<file path="src/rtl/if_fetch_ctrl_pkg.sv">
// Shared fetch-stage definitions: FSM state encoding, sticky error codes and the PC step.
package if_fetch_ctrl_pkg;

   typedef enum logic [1:0] {
      ST_BOOT = 2'd0,
      ST_RUN  = 2'd1,
      ST_HALT = 2'd2
   } fetch_state_t;

   typedef enum logic [1:0] {
      ERR_NONE     = 2'b00,
      ERR_MISALIGN = 2'b01,
      ERR_RANGE    = 2'b10
   } fetch_err_t;

   localparam logic [31:0] PC_INC = 32'd4;

endpackage

</file>
<file path="src/rtl/if_fetch_ctrl_if.sv">
// Fetch-stage bundle: hazard/redirect controls, instruction-memory port and IF/ID outputs.
interface if_fetch_ctrl_if;
   logic        stall_i;
   logic        redirect_i;
   logic [31:0] redirect_pc_i;
   logic        halt_i;
   logic [31:0] imem_addr_o;
   logic [31:0] imem_data_i;
   logic        ifid_valid_o;
   logic [31:0] ifid_pc_o;
   logic [31:0] ifid_instr_o;
   logic        halted_o;
   logic [1:0]  err_o;
   logic [31:0] fetch_cnt_o;

   modport master (
      input  stall_i, redirect_i, redirect_pc_i, halt_i, imem_data_i,
      output imem_addr_o, ifid_valid_o, ifid_pc_o, ifid_instr_o, halted_o, err_o, fetch_cnt_o
   );

   modport slave (
      output stall_i, redirect_i, redirect_pc_i, halt_i, imem_data_i,
      input  imem_addr_o, ifid_valid_o, ifid_pc_o, ifid_instr_o, halted_o, err_o, fetch_cnt_o
   );
endinterface

</file>
<file path="src/rtl/if_fetch_ctrl_ifid_reg.sv">
// IF/ID pipeline register: load captures pc/instr, squash drops valid only, otherwise hold.
module ifid_reg (
   input  logic        clk,
   input  logic        rst,
   input  logic        load,
   input  logic        squash,
   input  logic [31:0] pc_d,
   input  logic [31:0] instr_d,
   output logic        valid,
   output logic [31:0] pc,
   output logic [31:0] instr
);

   always_ff @(posedge clk or posedge rst) begin
      if (rst) begin
         valid <= 1'b0;
         pc    <= 32'd0;
         instr <= 32'd0;
      end else if (load) begin
         valid <= 1'b1;
         pc    <= pc_d;
         instr <= instr_d;
      end else if (squash) begin
         valid <= 1'b0;
      end
   end

endmodule

</file>
<file path="src/rtl/if_fetch_ctrl.sv">
// Fetch-stage controller: owns the PC, sequences boot/run/halt and feeds the IF/ID register.
//   state   | meaning
//   ST_BOOT | waiting BOOT_CYCLES edges for memory to settle, inputs ignored
//   ST_RUN  | fetching; priority halt > redirect > stall > range check > fetch
//   ST_HALT | terminal until reset, IF/ID invalid, err_o sticky
module if_fetch_ctrl
   import if_fetch_ctrl_pkg::*;
#(
   parameter logic [31:0] RESET_PC    = 32'h0000_0000,
   parameter int          BOOT_CYCLES = 2,
   parameter int          MEM_BYTES   = 256
) (
   input  logic            clk,
   input  logic            rst,
   if_fetch_ctrl_if.master bus
);

   localparam logic [3:0]  BOOT_LAST = 4'(BOOT_CYCLES - 1);
   localparam logic [31:0] MEM_LIMIT = 32'(MEM_BYTES);

   fetch_state_t state;
   fetch_err_t   err;
   logic [3:0]   boot_cnt;
   logic [31:0]  pc;
   logic [31:0]  fetch_cnt;
   logic         halted;
   logic         load;
   logic         squash;
   logic         pc_oor;
   logic         redirect_misaligned;

   assign pc_oor              = (pc >= MEM_LIMIT);
   assign redirect_misaligned = (bus.redirect_pc_i[1:0] != 2'b00);

   // IF/ID control mirrors the RUN priority chain used for the PC below.
   always_comb begin
      load   = 1'b0;
      squash = 1'b0;
      if (state == ST_RUN) begin
         if (bus.halt_i || bus.redirect_i) begin
            squash = 1'b1;
         end else if (!bus.stall_i) begin
            if (pc_oor) squash = 1'b1;
            else        load   = 1'b1;
         end
      end
   end

   always_ff @(posedge clk or posedge rst) begin
      if (rst) begin
         state     <= ST_BOOT;
         boot_cnt  <= 4'd0;
         pc        <= RESET_PC;
         err       <= ERR_NONE;
         halted    <= 1'b0;
         fetch_cnt <= 32'd0;
      end else begin
         case (state)
            ST_BOOT: begin
               boot_cnt <= boot_cnt + 4'd1;
               if (boot_cnt == BOOT_LAST) state <= ST_RUN;
            end
            ST_RUN: begin
               if (bus.halt_i) begin
                  state  <= ST_HALT;
                  halted <= 1'b1;
               end else if (bus.redirect_i) begin
                  if (redirect_misaligned) begin
                     err    <= ERR_MISALIGN;
                     state  <= ST_HALT;
                     halted <= 1'b1;
                  end else begin
                     pc <= bus.redirect_pc_i;
                  end
               end else if (!bus.stall_i) begin
                  if (pc_oor) begin
                     err    <= ERR_RANGE;
                     state  <= ST_HALT;
                     halted <= 1'b1;
                  end else begin
                     pc        <= pc + PC_INC;
                     fetch_cnt <= fetch_cnt + 32'd1;
                  end
               end
            end
            ST_HALT: begin
               halted <= 1'b1;
            end
            default: begin
               state  <= ST_HALT;
               halted <= 1'b1;
            end
         endcase
      end
   end

   ifid_reg u_ifid_reg (
      .clk     (clk),
      .rst     (rst),
      .load    (load),
      .squash  (squash),
      .pc_d    (pc),
      .instr_d (bus.imem_data_i),
      .valid   (bus.ifid_valid_o),
      .pc      (bus.ifid_pc_o),
      .instr   (bus.ifid_instr_o)
   );

   assign bus.imem_addr_o = pc;
   assign bus.halted_o    = halted;
   assign bus.err_o       = err;
   assign bus.fetch_cnt_o = fetch_cnt;

endmodule

</file>
<file path="src/flat_wrapper.sv">
// flat-port wrapper written by rule: the top's interface ports become plain ports
module if_fetch_ctrl_flat import if_fetch_ctrl_pkg::*;
#(
   parameter logic [31:0] RESET_PC    = 32'h0000_0000,
   parameter int          BOOT_CYCLES = 2,
   parameter int          MEM_BYTES   = 256
)
  (clk, rst, bus_stall_i, bus_redirect_i, bus_redirect_pc_i, bus_halt_i, bus_imem_data_i, bus_imem_addr_o, bus_ifid_valid_o, bus_ifid_pc_o, bus_ifid_instr_o, bus_halted_o, bus_err_o, bus_fetch_cnt_o);
  if_fetch_ctrl_if bus_i ();
  input  logic clk;
  input  logic rst;
  input wire logic [$bits(bus_i.stall_i)-1:0] bus_stall_i;
  input wire logic [$bits(bus_i.redirect_i)-1:0] bus_redirect_i;
  input wire logic [$bits(bus_i.redirect_pc_i)-1:0] bus_redirect_pc_i;
  input wire logic [$bits(bus_i.halt_i)-1:0] bus_halt_i;
  input wire logic [$bits(bus_i.imem_data_i)-1:0] bus_imem_data_i;
  output wire logic [$bits(bus_i.imem_addr_o)-1:0] bus_imem_addr_o;
  output wire logic [$bits(bus_i.ifid_valid_o)-1:0] bus_ifid_valid_o;
  output wire logic [$bits(bus_i.ifid_pc_o)-1:0] bus_ifid_pc_o;
  output wire logic [$bits(bus_i.ifid_instr_o)-1:0] bus_ifid_instr_o;
  output wire logic [$bits(bus_i.halted_o)-1:0] bus_halted_o;
  output wire logic [$bits(bus_i.err_o)-1:0] bus_err_o;
  output wire logic [$bits(bus_i.fetch_cnt_o)-1:0] bus_fetch_cnt_o;
  assign bus_i.stall_i = bus_stall_i;
  assign bus_i.redirect_i = bus_redirect_i;
  assign bus_i.redirect_pc_i = bus_redirect_pc_i;
  assign bus_i.halt_i = bus_halt_i;
  assign bus_i.imem_data_i = bus_imem_data_i;
  assign bus_imem_addr_o = bus_i.imem_addr_o;
  assign bus_ifid_valid_o = bus_i.ifid_valid_o;
  assign bus_ifid_pc_o = bus_i.ifid_pc_o;
  assign bus_ifid_instr_o = bus_i.ifid_instr_o;
  assign bus_halted_o = bus_i.halted_o;
  assign bus_err_o = bus_i.err_o;
  assign bus_fetch_cnt_o = bus_i.fetch_cnt_o;
  if_fetch_ctrl #(.RESET_PC(RESET_PC), .BOOT_CYCLES(BOOT_CYCLES), .MEM_BYTES(MEM_BYTES)) u_core (.clk(clk), .rst(rst), .bus(bus_i));
endmodule
</file>
<file path="config.mk">
export PLATFORM = sky130hd
export DESIGN_NAME = if_fetch_ctrl_flat
export DESIGN_NICKNAME = d
export VERILOG_FILES = /design/src/rtl/if_fetch_ctrl_pkg.sv /design/src/rtl/if_fetch_ctrl_if.sv /design/src/rtl/if_fetch_ctrl_ifid_reg.sv /design/src/rtl/if_fetch_ctrl.sv /design/src/flat_wrapper.sv
export SDC_FILE = /design/constraint.sdc
export NUM_CORES = 1
export LEC_CHECK = 0
export ABC_AREA = 0
export CORE_MARGIN = 8
export CORE_UTILIZATION = 30
export DETAILED_ROUTE_END_ITERATION = 10
export SYNTH_ARGS = -nofsm -noshare
export SYNTH_HDL_FRONTEND = slang
export SYNTH_SLANG_ARGS = --single-unit
</file>
<file path="constraint.sdc">
create_clock -name clk -period 6.2 [get_ports clk]
set_input_delay 1.55 -clock clk [delete_from_list [all_inputs] [get_ports clk]]
set_output_delay 1.55 -clock clk [all_outputs]
set_load 0.01 [all_outputs]
</file>
==> load_flow_metrics.sql <==
INSERT INTO impl_metrics (metric_group, metric, value, unit) VALUES
('run_status', 'outcome', 'finished, final reports clean', ''),
('critical_path', 'setup.worst_path.start_class', 'primary input', ''),
('cells_and_area', 'layout_area_overhead', '48.87', '%'),
('floorplanning', 'die_height', '157.2', 'um'),
('cells_and_area', 'area.sequential', '3453', 'sq um'),
('pwr', 'power_switching_share', '21.93', '%'),
('placement', 'hpwlAfterDp', '12870', 'um'),
('floorplanning', 'top_level_ports', '201', ''),
('cells_and_area', 'final_cell_mix', 'sky130_fd_sc_hd__clkdlybuf4s50_1, sky130_fd_sc_hd__dfrtp_1, sky130_fd_sc_hd__mux2_2', ''),
('critical_path', 'timing.critical_path.arrival', '4460', 'ps'),
('timing', 'setup_violations', '0', ''),
('pwr', 'p_leak', '3.949', 'nW'),
('cells_and_area', 'final_layout_size_suffix_gt1_share', '13.40', '%'),
('logic_synthesis', 'synth-edff-count', '0', ''),
('logic_synthesis', 'ys_seq_area_share', '57.72', '%'),
('floorplanning', 'die_outline_area', '24720', 'sq um'),
('pwr', 'clock_network_power_share', '49.7', '%'),
('detailed_routing', 'route.detailed.wl_per_inst', '18.14', 'um'),
('clock_network', 'h_tree_levels', '4', ''),
('critical_path', 'cp_max_fo', '21', ''),
('timing', 'layout_min_cycle_time', '4168', 'ps'),
('global_routing', 'grt_first_pass_wirelength', '27920', 'um'),
('global_routing', 'grt_overflow', '0', ''),
('critical_path', 'worst_setup_path_end_kind', 'flop', ''),
('pwr', 'switchingPower', '0.5143', 'mW'),
('logic_synthesis', 'syn-num-nets', '555', ''),
('clock_network', 'root_buffer', 'sky130_fd_sc_hd__clkbuf_16', ''),
('flow_run', 'maxCapViolations', '0', ''),
('timing', 'fin_crit_sh', '67.23', '%'),
('logic_synthesis', 'synth-seq-cells', '138', ''),
('critical_path', 'crit_required', '6490', 'ps'),
('clock_network', 'tritoncts_num_sinks', '138', ''),
('critical_path', 'critical-path-slowest-cell', 'sky130_fd_sc_hd__clkdlybuf4s50_1', ''),
('clock_network', 'post-cts-setup-buffers', '0', ''),
('logic_synthesis', 'number_of_standard_cells_after_synthesis', '481', ''),
('floorplanning', 'die_x', '157.2', 'um'),
('clock_network', 'cts.clk_slew.worst_paths', '60', 'ps'),
('logic_synthesis', 'synth_flop_cell', 'sky130_fd_sc_hd__dfrtp_1', ''),
('logic_synthesis', 'avgSynthCellArea', '12.44', 'sq um'),
('floorplanning', 'floorplan.initialDensity', '30.64', '%'),
('detailed_routing', 'count_of_antenna_violating_nets_left_after_detailed_routing', '0', ''),
('clock_network', 'ctsHoldBuffers', '0', ''),
('detailed_routing', 'drt-pass1-iter-count', '4', ''),
('cells_and_area', 'final_core_utilization', '45.62', '%'),
('clock_network', 'clk_latency', '410', 'ps'),
('clock_network', 'cts_repair_resize_count', '0', ''),
('clock_network', 'maximum_buffer_depth_of_the_clock_tree', '2', ''),
('logic_synthesis', 'ys_async_sr_fraction', '100.0', '%'),
('pwr', 'power.share.sequential', '41.5', '%'),
('clock_network', 'cts-buffers-inserted', '17', ''),
('placement', 'place.gp.congestion', '0.8451', ''),
('global_routing', 'pin_count_of_the_biggest_net_entering_global_routing', '106', ''),
('logic_synthesis', 'netlist-cell-type-count', '53', ''),
('timing', 'grt_setup_unrepaired', 'false', ''),
('global_routing', 'grt_antenna_before_repair', '0', ''),
('cells_and_area', 'layout_commonest_cell', 'sky130_fd_sc_hd__clkdlybuf4s50_1', ''),
('detailed_routing', 'postRouteWirelength', '17400', 'um'),
('critical_path', 'wp_buf_inv', '2', ''),
('cells_and_area', 'antenna-diode-count', '0', ''),
('logic_synthesis', 'syn-cell-area', '5983', 'sq um'),
('detailed_routing', 'detail_route.iter0.violations', '334', ''),
('clock_network', 'cts_tree', 'built', ''),
('detailed_routing', 'via_count', '4682', ''),
('cells_and_area', 'fillCellCount', '1797', ''),
('timing', 'timing.final.hold_violations', '0', ''),
('critical_path', 'reg2reg_setup_slack', '3430', 'ps'),
('detailed_routing', 'post-route-drc-count', '0', ''),
('detailed_routing', 'avg_vias_per_cell', '4.882', ''),
('timing', 'timing.final.max_slew_violations', '0', ''),
('logic_synthesis', 'synth-warning-count', '0', ''),
('pwr', 'worst_ir_drop_vdd', '161.2', 'uV');
[cell families (layout without fill, tap and decap cells)]
logic type / Yosys count / in the layout / synth area share, %
AND/OR/NAND/NOR: 155 / 155 / 16.48
XOR/XNOR: 34 / 34 / 4.977
multiplexers: 47 / 47 / 8.804
AO/OA/AOI/OAI: 73 / 73 / 8.490
flip-flops: 138 / 138 / 57.72
buffers and inverters: 29 / 242 / 2.489
adder cells (fa/ha/maj): 5 / 5 / 1.046
[path summary, 6_finish.rpt]
check	from	endpoint	cells after the start
worst min-delay path	u_core.bus.halted_o	u_core.bus.halted_o	1
max in group asynchronous	rst	u_core.bus.fetch_cnt_o[24]	3
worst max-delay path	bus_redirect_i	u_core.bus.imem_addr_o[22]	6
worst min register to register	u_core.bus.halted_o	u_core.bus.halted_o	1
min in group asynchronous	rst	u_core.u_ifid_reg.instr[26]	2
worst max register to register	u_core.bus.imem_addr_o[13]	u_core.u_ifid_reg.instr[23]	4
[routing by layer]
metal	GRT usage [%]	vias up	part of all wire, %
li1	-	2137	-
met1	17.56	2337	42
met2	23.00	192	48
met3	5.676	16	8.9
met4	4.216	0	0.89
met5	0	-	0
[flip-flops by register name, indices dropped and copies added, names as in the netlist]
| signal | flops |
|---|---|
| u_core.bus.err_o | 2 |
| u_core.state | 2 |
| u_core.u_ifid_reg.pc | 32 |
| u_core.bus.imem_addr_o | 32 |
| u_core.boot_cnt | 4 |
| u_core.bus.fetch_cnt_o | 32 |
| u_core.u_ifid_reg.instr | 32 |
| u_core.bus.halted_o | 1 |
| u_core.u_ifid_reg.valid | 1 |
[synthesized netlist by cell type (5+ instances only)]
cell                        count  area [sq um]
sky130_fd_sc_hd__a21oi_1       11         55.05
sky130_fd_sc_hd__a2bb2oi_1     10         87.58
sky130_fd_sc_hd__and2_1         8         50.05
sky130_fd_sc_hd__and3_1        15         93.84
sky130_fd_sc_hd__and4_1        12         105.1
sky130_fd_sc_hd__buf_2          8         40.04
sky130_fd_sc_hd__clkbuf_1       7         26.28
sky130_fd_sc_hd__dfrtp_1      138          3453
sky130_fd_sc_hd__ha_1           5         62.56
sky130_fd_sc_hd__inv_1          8         30.03
sky130_fd_sc_hd__mux2_2        43         484.2
sky130_fd_sc_hd__nand2_1       20         75.07
sky130_fd_sc_hd__nand3_1       19         95.09
sky130_fd_sc_hd__nand4_1       14         87.58
sky130_fd_sc_hd__nor2_1        15         56.30
sky130_fd_sc_hd__nor2b_1       27         168.9
sky130_fd_sc_hd__o21ai_0       17         85.08
sky130_fd_sc_hd__o22a_1         9         78.83
sky130_fd_sc_hd__xnor2_1       28         245.2
sky130_fd_sc_hd__xor2_1         6         52.55
[power by group through the flow]
stage / registers (mW) / clock network (mW) / logic [mW]
2_1_floorplan: 0.987 / 0 / 0.0915
3_3_place_gp: 0.986 / 0 / 0.204
3_5_place_dp: 0.988 / 0 / 0.210
4_1_cts: 0.972 / 1.19 / 0.212
5_1_grt: 0.978 / 1.23 / 0.230
6_report: 0.973 / 1.17 / 0.207
[cell type report]
type / count / area share, %
sequential: 138 / 38.77
multi-input combinational: 314 / 26.79
timing repair buffer: 202 / 22.64
clock buffer: 20 / 5.240
tap: 265 / 3.722
clock inverter: 12 / 2.444
inverter: 8 / 0.3933
[metrics by stage]
stage               hold WS [ps]  power, mW  instance area [sq um]  instances  worst slack [ps]
floorplan                  446.5      1.079                   5983        481             953.8
global placement           447.9      1.190                   8223        927              1699
detailed placement         465.3      1.199                   8223        927              1650
CTS                        481.1      2.379                   8907        959              2077
global route               488.7      2.440                   8907        959              1901
finish                     472.6      2.346                   8907        959              2032
Note: power is estimated with default switching activity, not from simulation.
